==> config.mk <==
export PLATFORM = sky130hd
export DESIGN_NAME = user_reg_master
export DESIGN_NICKNAME = d
export VERILOG_FILES = /design/src/rtl/user_reg_master.sv
export SDC_FILE = /design/constraint.sdc
export NUM_CORES = 1
export LEC_CHECK = 0
export ABC_AREA = 1
export CORE_MARGIN = 5
export CORE_UTILIZATION = 37
export DETAILED_ROUTE_END_ITERATION = 10
export PLACE_DENSITY_LB_ADDON = 0.2
export SYNTH_ARGS = -nofsm -noshare
export SYNTH_HDL_FRONTEND = slang
export SYNTH_SLANG_ARGS = --single-unit
export TNS_END_PERCENT = 10
==> constraint.sdc <==
create_clock -name i_clk -period 2.16 [get_ports i_clk]
set_input_delay 0.324 -clock i_clk [delete_from_list [all_inputs] [get_ports i_clk]]
set_output_delay 0.324 -clock i_clk [all_outputs]
set_load 0.02 [all_outputs]
==> src/rtl/user_reg_master.sv <==
// ============================================================================
//  Module   : user_reg_master
//  Purpose  : Initiator side of the user register / interrupt interface.
//             Turns host single-DWORD register requests into user register
//             strobes, returns read completions (with a read-ack timeout),
//             and forwards level user interrupts as single MSI requests.
//  Revision : 1.0  initial release
// ============================================================================
`default_nettype none

module user_reg_master #(
  parameter int                 ADDR_W         = 20,
  parameter int                 DATA_W         = 32,
  parameter int                 TIMEOUT_CYCLES = 1024,
  parameter logic [DATA_W-1:0]  TIMEOUT_DATA   = DATA_W'(32'hDEAD_BEEF)
) (
  input  logic              i_clk,
  input  logic              i_rst_n,
  // host register request
  input  logic              i_req_valid,
  output logic              o_req_ready,
  input  logic              i_req_wr,
  input  logic [ADDR_W-1:0] i_req_addr,
  input  logic [DATA_W-1:0] i_req_data,
  // user register side
  output logic [ADDR_W-1:0] o_user_addr,
  output logic [DATA_W-1:0] o_user_data,
  output logic              o_user_wr_req,
  output logic              o_user_rd_req,
  input  logic              i_user_rd_ack,
  input  logic [DATA_W-1:0] i_user_data,
  // read completion
  output logic              o_cpl_valid,
  input  logic              i_cpl_ready,
  output logic [DATA_W-1:0] o_cpl_data,
  output logic              o_cpl_err,
  // interrupts
  input  logic              i_user_intr_req,
  output logic              o_user_intr_ack,
  output logic              o_msi_req,
  input  logic              i_msi_grant
);

  localparam int                CNT_W    = $clog2(TIMEOUT_CYCLES);
  localparam logic [CNT_W-1:0]  CNT_LAST = CNT_W'(TIMEOUT_CYCLES - 1);

  typedef enum logic [1:0] {IDLE, WR, RD_WAIT, CPL} reg_state_t;
  typedef enum logic [1:0] {IIDLE, IREQ, IACK, IHOLD} intr_state_t;

  reg_state_t  reg_state, reg_state_next;
  intr_state_t intr_state, intr_state_next;
  logic [CNT_W-1:0] rd_cnt;
  logic             rd_timeout;

  // The last allowed wait cycle; an ack on this same cycle still wins.
  assign rd_timeout = (rd_cnt == CNT_LAST);

  // Strobes and handshakes are pure state decodes, so they never glitch on inputs.
  assign o_req_ready     = (reg_state == IDLE);
  assign o_user_wr_req   = (reg_state == WR);
  assign o_user_rd_req   = (reg_state == RD_WAIT);
  assign o_cpl_valid     = (reg_state == CPL);
  assign o_msi_req       = (intr_state == IREQ);
  assign o_user_intr_ack = (intr_state == IACK);

  // Register FSM state register
  always_ff @(posedge i_clk) begin
    if (!i_rst_n) reg_state <= IDLE;
    else          reg_state <= reg_state_next;
  end

  // Register FSM next-state logic
  always_comb begin
    reg_state_next = reg_state;
    case (reg_state)
      IDLE:    if (i_req_valid) reg_state_next = i_req_wr ? WR : RD_WAIT;
      WR:      reg_state_next = IDLE;
      RD_WAIT: if (i_user_rd_ack || rd_timeout) reg_state_next = CPL;
      CPL:     if (i_cpl_ready) reg_state_next = IDLE;
      default: reg_state_next = IDLE;
    endcase
  end

  // Request capture, read-wait counter and completion payload
  always_ff @(posedge i_clk) begin
    if (!i_rst_n) begin
      o_user_addr <= '0;
      o_user_data <= '0;
      o_cpl_data  <= '0;
      o_cpl_err   <= 1'b0;
      rd_cnt      <= '0;
    end else begin
      case (reg_state)
        IDLE: begin
          rd_cnt <= '0;
          if (i_req_valid) begin
            o_user_addr <= i_req_addr;
            o_user_data <= i_req_data;
          end
        end
        RD_WAIT: begin
          rd_cnt <= rd_cnt + CNT_W'(1);
          if (i_user_rd_ack) begin
            o_cpl_data <= i_user_data;
            o_cpl_err  <= 1'b0;
          end else if (rd_timeout) begin
            o_cpl_data <= TIMEOUT_DATA;
            o_cpl_err  <= 1'b1;
          end
        end
        default: ;
      endcase
    end
  end

  // Interrupt FSM state register
  always_ff @(posedge i_clk) begin
    if (!i_rst_n) intr_state <= IIDLE;
    else          intr_state <= intr_state_next;
  end

  // Interrupt FSM next-state logic; IHOLD waits for the level to drop so one
  // request level produces exactly one MSI
  always_comb begin
    intr_state_next = intr_state;
    case (intr_state)
      IIDLE:   if (i_user_intr_req) intr_state_next = IREQ;
      IREQ:    if (i_msi_grant) intr_state_next = IACK;
      IACK:    intr_state_next = IHOLD;
      IHOLD:   if (!i_user_intr_req) intr_state_next = IIDLE;
      default: intr_state_next = IIDLE;
    endcase
  end

endmodule

`default_nettype wire
==> impl_metrics.env, run 1 <==
export IMPL_cts_tree="built"
export IMPL_worstReg2RegEnd="o_user_data[10]"
export IMPL_coreArea_um2=9864
export IMPL_critPathCaptureType="output port"
export IMPL_post_drt_wl_per_cell_um=13.86
export IMPL_holdPathEnd="rd_cnt[9]"
export IMPL_p_int_mw=3.086
export IMPL_hold_ws_ns=0.3982
export IMPL_netSwitchingPower_mw=1.459
export IMPL_max_vdd_ir_drop_uv=339.5
export IMPL_rows=36
export IMPL_drv_max_cap_violation_count=0
export IMPL_start_kind="flop"
export IMPL_gp_congestion=0.8199
export IMPL_synthDistinctLibCells=27
export IMPL_ys_seq_area_share_pct=52.43
export IMPL_cts_root_buf="clkbuf_8"
export IMPL_antenna_found_initial=0
export IMPL_clkPwrFrac_pct=23.1
export IMPL_p_sw_share_pct=32.09
export IMPL_hold_violations=0
export IMPL_cts_clk_slew_worst_paths_ns=0.10
export IMPL_cts_htree_levels=3
export IMPL_tightest_slew_ns=0.5142
export IMPL_fp_dieArea_um2=12340
export IMPL_vias=3665
export IMPL_hold_path_class="in2reg"
export IMPL_dp_hpwl_mm=8.120
export IMPL_path_class="reg2out"
export IMPL_antenna_cells=0
export IMPL_syn_area_per_cell_um2=7.875
export IMPL_slowest_stage="clkdlybuf4s50_1"
export IMPL_period_needed_ns=1.961
export IMPL_p_per_area_nw_per_um2=783.5
export IMPL_insertion_delay_ns=0.35
export IMPL_worstPathMaxFanout=7
export IMPL_final_cell_area_um2=5801
export IMPL_crit_required_ns=1.84
export IMPL_outcome="finished, final reports clean"
export IMPL_drive_gt1_share_pct=5.175
export IMPL_synth_warnings=0
export IMPL_grt_setup_unrepaired="false"
export IMPL_vias_per_cell=4.639
export IMPL_whs_path_depth=5
export IMPL_ys_ff_latch=99
export IMPL_nets=749
export IMPL_crit_buf_inv=2
export IMPL_n_fill_cell=943
export IMPL_wl_mm=10.95
export IMPL_grt_util_all_layers_pct=17.41
export IMPL_finalClockSkew_ns=0.01858
export IMPL_fp_dieH_um=111.1
export IMPL_syn_num_nets=577
export IMPL_io_buffers=182
export IMPL_fmax_mhz=509.8
export IMPL_timing_rr_start="reg_state[1]"
export IMPL_slew_headroom_pct=65.72
export IMPL_slew_violations=0
export IMPL_slowest_delay_ns=0.61
export IMPL_r2r_worst_path_cells=5
export IMPL_initial_core_util_pct=38.32
export IMPL_syn_area_um2=3780
export IMPL_worst_slack_ns=0.1985
export IMPL_cts_sinks=99
export IMPL_cp_startpoint="reg_state[0]"
export IMPL_drtIter0Drc=190
export IMPL_clockBufferDepth=2
export IMPL_syn_inst=480
export IMPL_grt_overflow_total=0
export IMPL_grt_first_pass_wirelength_mm=17.75
export IMPL_min_from="i_rst_n"
export IMPL_p_comb_share_pct=30.0
export IMPL_cts_setup_buffers=0
export IMPL_cts_buffers=9
export IMPL_setup_tns_ns=0
export IMPL_grt_start_max_net_pins=53
export IMPL_setup_viol=0
export IMPL_place_area_um2=5630
export IMPL_period_share_pct=90.81
export IMPL_die_w_um=111.1
export IMPL_arrival_ns=1.64
export IMPL_ctsHoldBuffers=0
export IMPL_pre_cts_ws_ns=0.3932
export IMPL_num_io_pins=183
export IMPL_crit_chain="inv_2 > nor2_1 > clkdlybuf4s50_1"
export IMPL_grt_pass1_vias=3610
export IMPL_seqPwrFrac_pct=46.9
export IMPL_ant_nets=0
export IMPL_area_growth_syn_to_layout_pct=53.46
export IMPL_critPathTopFamily="buffers and inverters"
export IMPL_drc=0
export IMPL_firstDrtPassIters=4
export IMPL_reg2reg_slack_ns=0.63
export IMPL_p_leak_nw=2.257
[final cells by class]
class	count	area (um2)	area share, %
Clock buffer	11	131.4	2.265
Clock inverter	5	37.54	0.6471
Inverter	47	178.9	3.085
Multi-Input combinational cell	307	1441	24.85
Sequential cell	99	1983	34.19
Tap cell	133	166.4	2.869
Timing Repair Buffer	188	1862	32.10
[synthesized netlist by cell type]
cell      count  area, um2
a21oi_1      42      210.2
buf_6         6      67.56
and3_2        1      7.510
nand2_4       3      33.78
nor2_2        1      6.260
clkbuf_1      7      26.28
clkbuf_4      1      7.510
nor3_1        3      15.01
o21ai_0      73      365.4
o211a_1       1      10.01
or2_1         1      6.260
inv_1        44      165.2
nor2_4        3      33.78
inv_2         2      7.510
o21ai_1      10      50.05
buf_1         1      3.750
nand2_2       1      6.260
o211ai_1      1      7.510
ha_1          5      62.56
inv_4         1      6.260
buf_2         7      35.03
nand4_1       1      6.260
nand2_1      33      123.9
dfxtp_1      99       1982
buf_4         5      37.54
nor2_1      115      431.7
nand3_1      13      65.06
[metal layers]
metal	vias to the layer above	track usage, %	share of wire, %
met1	1650	21.35	45
li1	1876	-	-
met4	0	7.461	2.4
met5	-	0	0
met3	20	4.585	6.1
met2	119	28.84	47
[logic make-up after synthesis]
family	share of synthesized area [%]
AND/OR/NAND/NOR	19.46
AO/OA/AOI/OAI	17.01
flip-flops	52.43
buffers and inverters	9.434
adder cells (fa/ha/maj)	1.655
[cell usage in the layout (no fill, tap or decap)]
master           count
clkinvlp_4           2
a21oi_1             42
o211ai_1             1
nand2_1             33
clkbuf_1             2
o21ai_0             73
o21ai_1             10
nor3_1               3
nand2_4              3
dfxtp_1             98
inv_2                2
buf_4                6
nand2_2              1
clkbuf_8             9
inv_6                1
buf_2                1
nor2_2               1
ha_1                 5
inv_1               44
or2_1                1
clkdlybuf4s50_1    181
clkinv_2             1
dfxtp_2              1
clkinv_4             1
nor2_4               3
inv_4                1
o211a_1              1
nor2_1             115
nand3_1             13
and3_2               1
nand4_1              1
[sequential cells by signal, indices dropped and copies added (netlist names)]
register and flops:
reg_state 2, o_cpl_err 1, o_user_addr 20, intr_state 2, o_user_data 32, rd_cnt 10
o_cpl_data 32
[power groups by stage]
stage               logic, mW  registers, mW  clock network, mW
floorplan               0.534           2.37                  0
global placement         1.34           2.16                  0
detailed placement       1.38           2.17                  0
CTS                      1.38           2.13               1.10
global route             1.49           2.16               1.17
finish                   1.36           2.13               1.05
[stage by stage]
stage / util (%) / power [mW] / instances
6_report: 58.80 / 4.545 / 790
5_1_grt: 58.80 / 4.819 / 790
4_1_cts: 58.79 / 4.611 / 790
3_5_place_dp: 57.08 / 3.550 / 774
3_3_place_gp: 57.08 / 3.509 / 774
2_1_floorplan: - / 2.904 / 480
[worst max path at each step]
| stage | slack (ns) | cells past startpoint | end |
|---|---|---|---|
| after floorplan | 0.90 | 9 | o_cpl_data[17] |
| after detailed placement | 0.39 | 5 | o_user_data[29] |
| after global routing | 0.08 | 3 | o_user_wr_req |
| final | 0.20 | 3 | o_user_wr_req |
| after CTS | 0.03 | 3 | o_user_wr_req |
| after global placement | 0.43 | 5 | o_user_addr[17] |
[worst register-to-register path, cell delays in order (launching register included)]
cell	delay, ns
dfxtp_1	0.39
nor2_4	0.24
nand2_4	0.18
inv_4	0.44
nor2_1	0.10
nor2_1	0.12
[what timing repair did]
action	in CTS	in global routing
gates resized for setup	0	1
setup endpoints to repair	0	1
hold endpoints to repair	0	0
No activity file was read; power rests on OpenSTA's default activity.
==> run 2, diff against run 1 <==
CELL_PAD_IN_SITES_DETAIL_PLACEMENT = 2   (was unset)
CELL_PAD_IN_SITES_GLOBAL_PLACEMENT = 2   (was unset)
CORE_UTILIZATION = 23   (was 37)
==> run 2 against run 1 <==
Compared with the run above:
- via count grew 4.6%
- sequential power is essentially flat
- die area rose by 55%
- highest routed layer is now met5
- largest cell class unchanged
- register-to-register slack is essentially flat
==> impl_metrics.env, run 2 (synthesized netlist as in run 1, its figures left out) <==
export IMPL_outcome="finished, final reports clean"
export IMPL_num_io_pins=183
export IMPL_antenna_found_initial=1
export IMPL_setup_viol=0
export IMPL_cts_clk_slew_worst_paths_ns=0.07
export IMPL_final_cell_mix="clkdlybuf4s50_1, nor2_1, dfxtp_1"
export IMPL_slew_headroom_pct=75.07
export IMPL_post_drt_wl_per_cell_um=16.49
export IMPL_critPathCaptureType="output port"
export IMPL_final_common_cell="clkdlybuf4s50_1"
export IMPL_path_class="reg2out"
export IMPL_cts_htree_levels=3
export IMPL_insertion_delay_ns=0.35
export IMPL_clockBufferDepth=2
export IMPL_grt_pass1_vias=4204
export IMPL_crit_required_ns=1.84
export IMPL_grt_setup_unrepaired="false"
export IMPL_gp_congestion=0.7448
export IMPL_hold_violations=0
export IMPL_arrival_ns=1.64
export IMPL_p_per_area_nw_per_um2=861.5
export IMPL_area_growth_syn_to_layout_pct=61.40
export IMPL_p_leak_nw=2.351
export IMPL_rows=46
export IMPL_grt_util_all_layers_pct=15.18
export IMPL_io_buffers=182
export IMPL_setup_tns_ns=0
export IMPL_multiInputGateArea_um2=1441
export IMPL_period_share_pct=91.13
export IMPL_antenna_cells=0
export IMPL_top_regs="o_cpl_data: 32 flops, o_user_data: 32 flops, o_user_addr: 20 flops"
export IMPL_die_w_um=138.2
export IMPL_finalClockSkew_ns=0.005580
export IMPL_vias_per_cell=4.373
export IMPL_dp_hpwl_mm=11.06
export IMPL_hold_path_class="in2reg"
export IMPL_period_needed_ns=1.968
export IMPL_fp_dieArea_um2=19100
export IMPL_slew_violations=0
export IMPL_fp_dieH_um=138.2
export IMPL_ant_nets=0
export IMPL_max_vdd_ir_drop_uv=370.8
export IMPL_vias=3835
export IMPL_wl_mm=14.47
export IMPL_grt_start_max_net_pins=55
export IMPL_grt_overflow_total=0
export IMPL_ctsHoldBuffers=0
export IMPL_fmax_mhz=508.0
export IMPL_cts_tree="built"
export IMPL_n_fill_cell=1820
export IMPL_cts_root_buf="clkbuf_16"
export IMPL_tightest_slew_ns=0.3739
export IMPL_cts_buffers=9
export IMPL_nets=753
export IMPL_drv_max_cap_violation_count=0
export IMPL_coreArea_um2=16000
export IMPL_drive_gt1_share_pct=6.051
export IMPL_grt_first_pass_wirelength_mm=23.20
export IMPL_worstPathMaxFanout=5
export IMPL_power_mw=5.256
export IMPL_seq_area_um2=1983
export IMPL_firstDrtPassIters=4
export IMPL_initial_core_util_pct=23.62
export IMPL_start_kind="flop"
export IMPL_drc=0
export IMPL_cts_sinks=99
export IMPL_drtIter0Drc=139
-- run 2: changes by cell type in the layout (fill, tap and decap cells not counted), moves of 2 or more --
cell and delta:
clkbuf_8 -8, buf_4 +2, clkbuf_1 -2, buf_12 +2
clkbuf_16 +9
-- run 2: repair_timing --
| item | 4_1_cts | 5_1_grt |
|---|---|---|
| endpoints found under the hold margin | 0 | 0 |
| setup buffers | 0 | 0 |
| resized for setup | 0 | 1 |
| setup endpoints to repair | 0 | 1 |
-- run 2: path summary, 6_finish.rpt --
check                 startpoint  cells after the start              to  slack, ns
hold reg to reg   o_cpl_data[18]                      2  o_cpl_data[18]       0.45
setup reg to reg    reg_state[1]                      6  o_cpl_data[19]       0.63
setup / recovery    reg_state[1]                      3   o_user_rd_req       0.19
hold / removal           i_rst_n                      5       rd_cnt[9]       0.44
-- run 2: final cells by class --
cell class	instances	area share (%)
clock inverter	6	1.169
clock buffer	10	3.917
inverter	47	2.933
multi-input combinational	307	23.63
sequential	99	32.51
tap	216	4.430
timing repair buffer	192	31.42
-- run 2: power by group --
group	internal, mW	switching [mW]
sequential	2.02	0.122
combinational	0.662	0.767
clock	0.941	0.743
-- run 2: critical path, cell delays in order, from the launching register on --
cell and delay, ns:
dfxtp_1 0.49, inv_2 0.09, nor2_4 0.10, clkdlybuf4s50_1 0.62
-- run 2: per-layer routing --
metal  track usage, %  share of wire, %  vias up
li1                 -                 -     1890
met1            18.65                45     1804
met2            24.85                47      118
met3            4.621               5.7       21
met4            6.136               2.4        2
met5                0             0.090        -
-- run 2: stage by stage --
stage	hold WS [ns]	util, %	cell area [um2]	setup WS (ns)	std cells
after floorplan	0.4624	-	3780	0.9030	480
after global placement	0.4362	36.18	5789	0.4046	861
after detailed placement	0.4429	36.18	5789	0.4038	861
after CTS	0.4427	38.12	6100	0.01102	877
after global routing	0.4794	38.13	6101	0.1032	877
final	0.4404	38.13	6101	0.1917	877
==> run 3, diff against run 2 <==
clock period = 2.4 ns   (was 2.16 ns; I/O delays follow)
==> run 3 against run 2 <==
Compared with the run above:
- design area down 0.78%
- count of clock-buffer cells in the layout grew 1
- combinational power down 10%
- critical endpoint is now o_user_wr_req
- highest routed layer is now met4
==> impl_metrics.env, run 3 (synthesized netlist as in run 1, its figures left out) <==
export IMPL_p_leak_nw=2.328
export IMPL_max_vdd_ir_drop_uv=438.0
export IMPL_fp_dieH_um=138.2
export IMPL_coreArea_um2=16000
export IMPL_cts_resized=0
export IMPL_vias=3809
export IMPL_slew_headroom_pct=65.48
export IMPL_fp_dieArea_um2=19100
export IMPL_tightest_slew_ns=0.5178
export IMPL_antenna_found_initial=0
export IMPL_clockBufferDepth=2
export IMPL_grt_first_pass_wirelength_mm=23.17
export IMPL_grt_setup_unrepaired="false"
export IMPL_path_class="reg2out"
export IMPL_n_fill_cell=1834
export IMPL_slew_violations=0
export IMPL_final_common_cell="clkdlybuf4s50_1"
export IMPL_drive_gt1_share_pct=5.030
export IMPL_vias_per_cell=4.368
export IMPL_cp_startpoint="reg_state[0]"
export IMPL_insertion_delay_ns=0.34
export IMPL_drv_max_cap_violation_count=0
export IMPL_top_regs="o_cpl_data: 32 flops, o_user_data: 32 flops, o_user_addr: 20 flops"
export IMPL_use_met1_pct=16.91
export IMPL_crit_chain="inv_2 > nor2_1 > clkdlybuf4s50_1"
export IMPL_slowest_delay_ns=0.61
export IMPL_place_area_um2=5759
export IMPL_grt_use_met3_pct=4.621
export IMPL_nets=749
export IMPL_slowest_stage="clkdlybuf4s50_1"
export IMPL_hold_path_class="reg2reg"
export IMPL_drtIter0Drc=168
export IMPL_ant_nets=0
export IMPL_min_from="o_cpl_data[10]"
export IMPL_cts_setup_buffers=0
export IMPL_grt_busiest_layer="met2"
export IMPL_multiInputGateArea_um2=1441
export IMPL_crit_required_ns=2.04
export IMPL_num_io_pins=183
export IMPL_fmax_mhz=488.4
export IMPL_final_cell_mix="clkdlybuf4s50_1, nor2_1, dfxtp_1"
export IMPL_grt_overflow_total=0
export IMPL_gp_congestion=0.7361
export IMPL_grt_met2_usage_pct=27.24
export IMPL_worstPathMaxFanout=7
export IMPL_die_w_um=138.2
export IMPL_cts_htree_levels=3
export IMPL_drc=0
export IMPL_outcome="finished, final reports clean"
export IMPL_cts_tree="built"
export IMPL_p_per_area_nw_per_um2=771.0
export IMPL_finalClockSkew_ns=0.005581
export IMPL_firstDrtPassIters=4
export IMPL_period_share_pct=85.31
export IMPL_antenna_cells=0
export IMPL_worst_slack_ns=0.3525
export IMPL_wl_mm=14.42
export IMPL_grt_start_max_net_pins=82
export IMPL_post_drt_wl_per_cell_um=16.54
export IMPL_grt_pass1_vias=4265
export IMPL_final_util_pct=37.83
export IMPL_arrival_ns=1.69
export IMPL_dp_hpwl_mm=10.82
export IMPL_setup_tns_ns=0
export IMPL_cts_root_buf="clkbuf_16"
export IMPL_area_growth_syn_to_layout_pct=60.15
export IMPL_setup_viol=0
export IMPL_initial_core_util_pct=23.62
export IMPL_cts_sinks=99
export IMPL_rows=46
export IMPL_period_needed_ns=2.047
export IMPL_cts_clk_slew_worst_paths_ns=0.07
export IMPL_grt_util_all_layers_pct=15.07
export IMPL_hold_violations=0
export IMPL_timing_rr_start="reg_state[0]"
export IMPL_critPathCaptureType="output port"
export IMPL_seq_area_um2=1982
export IMPL_ctsHoldBuffers=0
export IMPL_cts_buffers=9
export IMPL_start_kind="flop"
export IMPL_io_buffers=182
export IMPL_pre_cts_ws_ns=0.5853
export IMPL_final_cell_area_um2=6053
run 3: power breakdown:
group / switching (mW) / internal [mW] / leakage (nW)
clock network: 0.632 / 0.832 / 0.142
logic: 0.689 / 0.589 / 1.37
registers: 0.107 / 1.82 / 0.814
run 3: stage by stage:
stage               cells  hold WS, ns  total power, mW
floorplan             480       0.4624            2.614
global placement      857       0.4367            3.206
detailed placement    857       0.4417            3.264
CTS                   872       0.4515            4.757
global route          872       0.4727            4.935
finish                872       0.4490            4.667
run 3: worst max-delay path: cells and delay by family (launching register included):
family	cells	cell delay [ns]
buffers and inverters	2	0.70
DFF	1	0.55
and+or+nand+nor	1	0.10
run 3: metal layers:
layer	part of all wire, %	vias up	wire length [um]
met5	0	-	0
met4	1.4	0	209
met3	6.1	10	876
met2	50	111	7235
met1	42	1816	6099
li1	-	1872	-
run 3: layout make-up:
class / count / share of cell area, %
Sequential cell: 99 / 32.74
Timing Repair Buffer: 188 / 31.17
Multi-Input combinational cell: 307 / 23.81
Tap cell: 216 / 4.465
Clock buffer: 11 / 4.010
Inverter: 47 / 2.956
Clock inverter: 4 / 0.8475
run 3: final timing paths:
check | slack (ns) | end | cells after the start
max | 0.35 | o_user_wr_req | 3
min | 0.45 | o_cpl_data[10] | 2
max reg2reg | 0.83 | o_user_addr[5] | 5
min reg2reg | 0.45 | o_cpl_data[10] | 2
